### src/rtl/fp_mul_arbiter.sv
// Round-robin arbiter that time-shares one floating-point multiplier among NREQ
// requesters, with a completion watchdog and an enforced low gap on mul_str.
module fp_mul_arbiter #(
  parameter int unsigned NREQ    = 4,
  parameter int unsigned GAP     = 3,
  parameter int unsigned TIMEOUT = 31
) (
  input  logic                 clk,
  input  logic                 rst,
  input  logic [NREQ-1:0]      req,
  input  logic [32*NREQ-1:0]   opa,
  input  logic [32*NREQ-1:0]   opb,
  output logic [NREQ-1:0]      gnt,
  output logic [NREQ-1:0]      rsp_valid,
  output logic [31:0]          rsp_data,
  output logic                 rsp_err,
  output logic                 busy,
  output logic                 mul_str,
  output logic [31:0]          mul_a,
  output logic [31:0]          mul_b,
  input  logic [31:0]          mul_out,
  input  logic                 mul_done,
  input  logic                 mul_error
);

  localparam int unsigned IW = (NREQ > 1) ? $clog2(NREQ) : 1;
  localparam int unsigned TW = $clog2(TIMEOUT + 1);
  localparam int unsigned GW = $clog2(GAP);

  typedef enum logic [1:0] {S_IDLE, S_WAIT, S_GAP} state_e;

  state_e            state_q;
  logic [IW-1:0]     ptr_q;
  logic [IW-1:0]     idx_q;
  logic [TW-1:0]     wdog_q;
  logic [GW-1:0]     gcnt_q;
  logic              init_q;
  logic [NREQ-1:0]   gnt_q;
  logic [NREQ-1:0]   rsp_valid_q;
  logic [31:0]       rsp_data_q;
  logic              rsp_err_q;
  logic              busy_q;
  logic              mul_str_q;
  logic [31:0]       mul_a_q;
  logic [31:0]       mul_b_q;

  logic              win_found;
  logic [IW-1:0]     win_idx;
  logic [IW-1:0]     cand;
  logic [IW-1:0]     ptr_d;

  // Round-robin search: first active request at or above ptr, wrapping around.
  always_comb begin
    win_found = 1'b0;
    win_idx   = '0;
    cand      = '0;
    for (int unsigned i = 0; i < NREQ; i++) begin
      cand = IW'((32'(ptr_q) + i) % NREQ);
      if (!win_found && req[cand]) begin
        win_found = 1'b1;
        win_idx   = cand;
      end
    end
  end

  assign ptr_d = (idx_q == IW'(NREQ - 1)) ? '0 : idx_q + IW'(1);

  // The IDLE cycle before a grant is the last low cycle of the gap, so GAP
  // itself exits one count early to keep mul_str low for exactly GAP cycles.
  always_ff @(posedge clk) begin
    if (rst) begin
      state_q     <= S_IDLE;
      ptr_q       <= '0;
      idx_q       <= '0;
      wdog_q      <= '0;
      gcnt_q      <= '0;
      init_q      <= 1'b1;
      gnt_q       <= '0;
      rsp_valid_q <= '0;
      rsp_data_q  <= '0;
      rsp_err_q   <= 1'b0;
      busy_q      <= 1'b0;
      mul_str_q   <= 1'b0;
      mul_a_q     <= '0;
      mul_b_q     <= '0;
    end else begin
      rsp_valid_q <= '0;
      case (state_q)
        S_IDLE: begin
          if (init_q) begin
            // First cycle out of reset: run one gap before any grant.
            init_q  <= 1'b0;
            gcnt_q  <= '0;
            state_q <= S_GAP;
            busy_q  <= 1'b1;
          end else if (win_found) begin
            idx_q     <= win_idx;
            gnt_q     <= NREQ'(1) << win_idx;
            mul_a_q   <= opa[32*win_idx +: 32];
            mul_b_q   <= opb[32*win_idx +: 32];
            mul_str_q <= 1'b1;
            wdog_q    <= '0;
            state_q   <= S_WAIT;
            busy_q    <= 1'b1;
          end
        end
        S_WAIT: begin
          if (mul_done || (wdog_q == TW'(TIMEOUT))) begin
            rsp_data_q  <= mul_done ? mul_out : 32'h0;
            rsp_err_q   <= mul_done ? mul_error : 1'b1;
            rsp_valid_q <= NREQ'(1) << idx_q;
            mul_str_q   <= 1'b0;
            gnt_q       <= '0;
            ptr_q       <= ptr_d;
            gcnt_q      <= '0;
            state_q     <= S_GAP;
          end else begin
            wdog_q <= wdog_q + TW'(1);
          end
        end
        S_GAP: begin
          if (gcnt_q == GW'(GAP - 2)) begin
            state_q <= S_IDLE;
            busy_q  <= 1'b0;
          end else begin
            gcnt_q <= gcnt_q + GW'(1);
          end
        end
        default: begin
          state_q <= S_IDLE;
          busy_q  <= 1'b0;
        end
      endcase
    end
  end

  assign gnt       = gnt_q;
  assign rsp_valid = rsp_valid_q;
  assign rsp_data  = rsp_data_q;
  assign rsp_err   = rsp_err_q;
  assign busy      = busy_q;
  assign mul_str   = mul_str_q;
  assign mul_a     = mul_a_q;
  assign mul_b     = mul_b_q;

endmodule
### config.mk
export PLATFORM = sky130hd
export DESIGN_NAME = fp_mul_arbiter
export DESIGN_NICKNAME = d
export VERILOG_FILES = /design/src/rtl/fp_mul_arbiter.sv
export SDC_FILE = /design/constraint.sdc
export NUM_CORES = 1
export LEC_CHECK = 0
export ABC_AREA = 1
export ABC_CLOCK_PERIOD_IN_PS = 1700
export CAP_MARGIN = 20
export CORE_AREA = 2 2 154 156
export DETAILED_ROUTE_END_ITERATION = 10
export DIE_AREA = 0 0 156 158
export HOLD_SLACK_MARGIN = 0.08
export PLACE_DENSITY = 0.68
export SETUP_SLACK_MARGIN = 0.1
export SYNTH_ARGS = -nofsm -noshare
export SYNTH_HDL_FRONTEND = slang
export SYNTH_SLANG_ARGS = --single-unit
### constraint.sdc
create_clock -name clk -period 1.7 [get_ports clk]
set_input_delay 0.34 -clock clk [delete_from_list [all_inputs] [get_ports clk]]
set_output_delay 0.34 -clock clk [all_outputs]
set_load 0.01 [all_outputs]
==> results of run 1 <==
final cells by class:
cell class / count / area [um2] / share of cell area [%]
Clock buffer: 18 / 439 / 3.14
Clock inverter: 13 / 144 / 1.03
Inverter: 48 / 200 / 1.43
Multi-Input combinational cell: 949 / 4840 / 34.6
Sequential cell: 121 / 2430 / 17.4
Tap cell: 290 / 363 / 2.60
Timing Repair Buffer: 516 / 5550 / 39.7
what timing repair did:
action / 4_1_cts / 5_1_grt
pin swaps: 15 / 72
endpoints found under the setup margin: 225 / 114
gates resized for setup: 200 / 183
cloned: 10 / 11
buffers inserted: 16 / 7
cell usage after synthesis, types with 6 or more instances:
cell	count
a21oi_1	42
buf_2	38
buf_4	12
buf_6	6
clkbuf_1	23
dfxtp_1	121
inv_1	43
nand2_1	567
nand3_1	195
nor2_1	90
o21ai_0	23
o21ai_1	8
flip-flops by register name (all words and copies together), names as in the netlist:
name and flops:
idx_q 2, ptr_q 2, rsp_err 1, init_q 1, mul_str 1, gnt 4
rsp_data 32, wdog_q 5, rsp_valid 4, gcnt_q 2, mul_b 32, mul_a 32
busy 1, state_q 2
worst max path at each step:
stage / startpoint / to / slack [ns] / depth (start not counted)
after detailed placement: req[3] / mul_a[31] / -0.69 / 15
after floorplan: ptr_q[0] / mul_b[2] / 0.006 / 14
after global routing: ptr_q[0] / mul_b[26] / -0.50 / 16
after global placement: req[3] / mul_a[31] / -0.66 / 15
final: ptr_q[0] / mul_a[29] / -0.40 / 16
after CTS: ptr_q[0] / mul_a[31] / -0.31 / 15
worst max-delay path: cells and delay by family (launching register included):
kind | cells | cell delay (ns)
flip-flops | 1 | 0.38
buffers and inverters | 4 | 0.58
AND/OR/NAND/NOR | 12 | 1.00
cells by family (layout without fill, tap and decap cells):
family / after synthesis / after routing / share of synthesized area, %
AOI/OAI and AO/OA: 77 / 77 / 5.63
and+or+nand+nor: 868 / 868 / 50.4
adders and majority gates: 4 / 4 / 0.706
buffers and inverters: 131 / 595 / 9.04
DFF: 121 / 121 / 34.2
stage by stage:
stage	power, W	setup slack [ns]
finish	0.0120	-0.400
global route	0.0127	-0.496
CTS	0.0117	-0.313
detailed placement	0.00763	-0.692
global placement	0.00760	-0.657
floorplan	0.00553	0.00565
power groups by stage:
stage               Combinational [W]  Clock (W)  Sequential (W)
global route                  0.00553    0.00386         0.00330
detailed placement            0.00431          0         0.00332
CTS                           0.00472    0.00375         0.00326
finish                        0.00508    0.00367         0.00327
floorplan                     0.00211          0         0.00342
global placement              0.00428          0         0.00332
cells in the final DEF, fill, tap and decap left out, types with 3 or more instances in the layout:
| cell | synthesis | final |
|---|---|---|
| a21oi_1 | 42 | 11 |
| a21oi_2 | 0 | 31 |
| buf_12 | 0 | 28 |
| buf_16 | 0 | 11 |
| buf_4 | 12 | 40 |
| buf_6 | 6 | 25 |
| buf_8 | 1 | 3 |
| clkbuf_16 | 0 | 24 |
| clkdlybuf4s50_1 | 0 | 292 |
| clkinv_2 | 0 | 3 |
| clkinv_4 | 0 | 3 |
| dfxtp_1 | 121 | 116 |
| dfxtp_2 | 0 | 3 |
| dlygate4sd2_1 | 0 | 108 |
| inv_1 | 43 | 38 |
| inv_2 | 5 | 4 |
| inv_4 | 0 | 4 |
| inv_6 | 0 | 6 |
| nand2_1 | 567 | 472 |
| nand2_2 | 2 | 50 |
| nand2_4 | 0 | 46 |
| nand3_1 | 195 | 180 |
| nand3_2 | 1 | 14 |
| nand3_4 | 2 | 4 |
| nor2_1 | 90 | 84 |
| nor2_2 | 2 | 5 |
| nor2_4 | 2 | 5 |
| o21ai_0 | 23 | 15 |
| o21ai_1 | 8 | 11 |
| o21ai_2 | 0 | 4 |
routing by layer:
layer  share of wire [%]  vias to the layer above  routed length, um
met5               0.073                        -                 25
met4                 2.8                        4                948
met3                 8.3                       71               2820
met2                  49                      392              16800
met1                  39                     4354              13500
li1                    -                     4720                  -
==> flow_metrics.py, run 1 <==
metrics = {
    "layout": {
        "final_area_um2": 14000,
        "final_core_util_pct": 60.6,
        "diodes": 0,
        "fin_nets": 1953,
        "nFillCells": 2100,
        "drive_gt1_share_pct": 19.9,
        "instances_no_fill": 1955,
        "syn_to_final_growth_pct": 97.2,
    },
    "sta": {
        "fin_skew_ns": 0.0102,
        "max_slew_margin_pct": 57.3,
        "hold_ws_ns": 0.446,
        "worst_slew_pin_slew_ns": 0.641,
        "fin_ws_ns": -0.400,
        "max_freq_ghz": 0.476,
        "hold_violations": 0,
        "setup_viol": 79,
        "finalMaxSlewViolations": 0,
        "post-route-period-util_pct": 124,
        "post-route-min-period_ns": 2.10,
        "rsz0062_at_grt": "yes",
        "fin_tns_setup_ns": -22.45,
    },
    "global_route": {
        "use_met2_pct": 44.5,
        "track_usage_pct": 25.4,
        "grt_pass1_vias": 9134,
        "grt_max_degree": 47,
        "grt_remaining_overflow": 0,
        "antenna_found_initial": 2,
        "use_met1_pct": 29.6,
        "grt_pass1_wl_um": 48600,
        "use_met3_pct": 7.86,
        "busiest_layer": "met2",
    },
    "synth": {
        "synth_cell_types": 28,
        "synthArstFlopShare_pct": 0,
        "yosysTopAreaCellShare_pct": 34.2,
        "yosysTopAreaCell": "dfxtp_1",
        "synth_nets": 1501,
        "yosysWarningCount": 0,
        "synth_flop_cell": "dfxtp_1",
        "avgSynthCellArea_um2": 5.90,
        "synth_area_um2": 7080,
        "synth.area.top_cells": "dfxtp_1, nand2_1, nand3_1",
        "syn_inst": 1201,
        "synth-edff-count": 0,
        "synth_seq_cells": 121,
        "seq_area_frac_synth_pct": 34.2,
    },
    "pwr": {
        "swShare_pct": 35.1,
        "powerDensity_nw_per_um2": 861,
        "intPower_w": 0.00781,
        "leakagePower_nw": 6.74,
        "comb_power_share_pct": 42.3,
        "p_clk_share_pct": 30.5,
        "seq_power_share_pct": 27.2,
        "power_switching_w": 0.00422,
        "ir_worst_vdd_v": 0.000617,
    },
    "clock_tree": {
        "hold_buffers": 0,
        "clkLatencyLatePin_ns": 0.41,
        "clock-sinks": 121,
        "clk_pin_slew_ns": 0.06,
        "tritoncts": "built",
        "clock-root-buffer": "clkbuf_16",
        "cts_max_path_buffers": 2,
        "h-tree-depth": 4,
        "cts_inserted_buffers": 17,
    },
    "critical_path": {
        "r2r_cells": 16,
        "crit_slowest_cell": "dfxtp_4",
        "critPathLaunchType": "flip-flop",
        "crit_chain": "buf_6 > nand2_4 > nand2_4 > nand2_2 > nand2_2 > nor2_4 > nand3_4 > buf_6 > buf_12 > buf_16 > nand3_1 > nand2_1 > nand2_4 > nand2_2 > nand2_1 > nand2_1",
        "arrival_ns": 2.40,
        "r2r_start": "ptr_q[0]",
        "worst_path_largest_cell_delay_ns": 0.38,
        "required_ns": 2.00,
        "rrSetupSlack_ns": -0.40,
        "crit_fanout": 13,
        "critPathKind": "reg -> reg",
        "r2r_end": "mul_a[29]",
        "worstSetupEndpointType": "flip-flop",
    },
    "routing": {
        "drt-wirelength-per-cell_um": 17.4,
        "drt_iter0_markers": 716,
        "drc": 0,
        "wl_um": 34100,
        "dr_total_vias": 9541,
        "drtPass1Iterations": 8,
        "via_per_inst": 4.88,
        "antenna_left": 0,
    },
    "die": {
        "die_y_um": 158,
        "start_util_pct": 30.7,
        "io_pins": 403,
        "die_w_um": 156,
        "core_um2": 23100,
        "row_count": 56,
        "dieArea_um2": 24600,
    },
    "worst_hold_path": {
        "hold_path.class": "reg -> reg",
        "hold_start": "mul_a[5]",
        "min_to": "mul_a[5]",
        "min_path_cells": 2,
    },
    "placed_design": {
        "place_area_um2": 11900,
        "gp_congestion": 0.920,
        "dp_cells": 1880,
        "io_buffers": 402,
        "dp_hpwl_um": 22400,
    },
    "outcome": {
        "status": "finished with violations",
        "violations": "setup timing",
    },
    "run": {
        "cap_violations": 0,
    },
}
No activity file was read; power rests on OpenSTA's default activity.
==> inputs of run 2 (changes only) <==
Settings changed: GPL_ROUTABILITY_DRIVEN from default to 1.
==> results of run 2 <==
No change in the layout: final DEF, timing and power equal those of run 1.
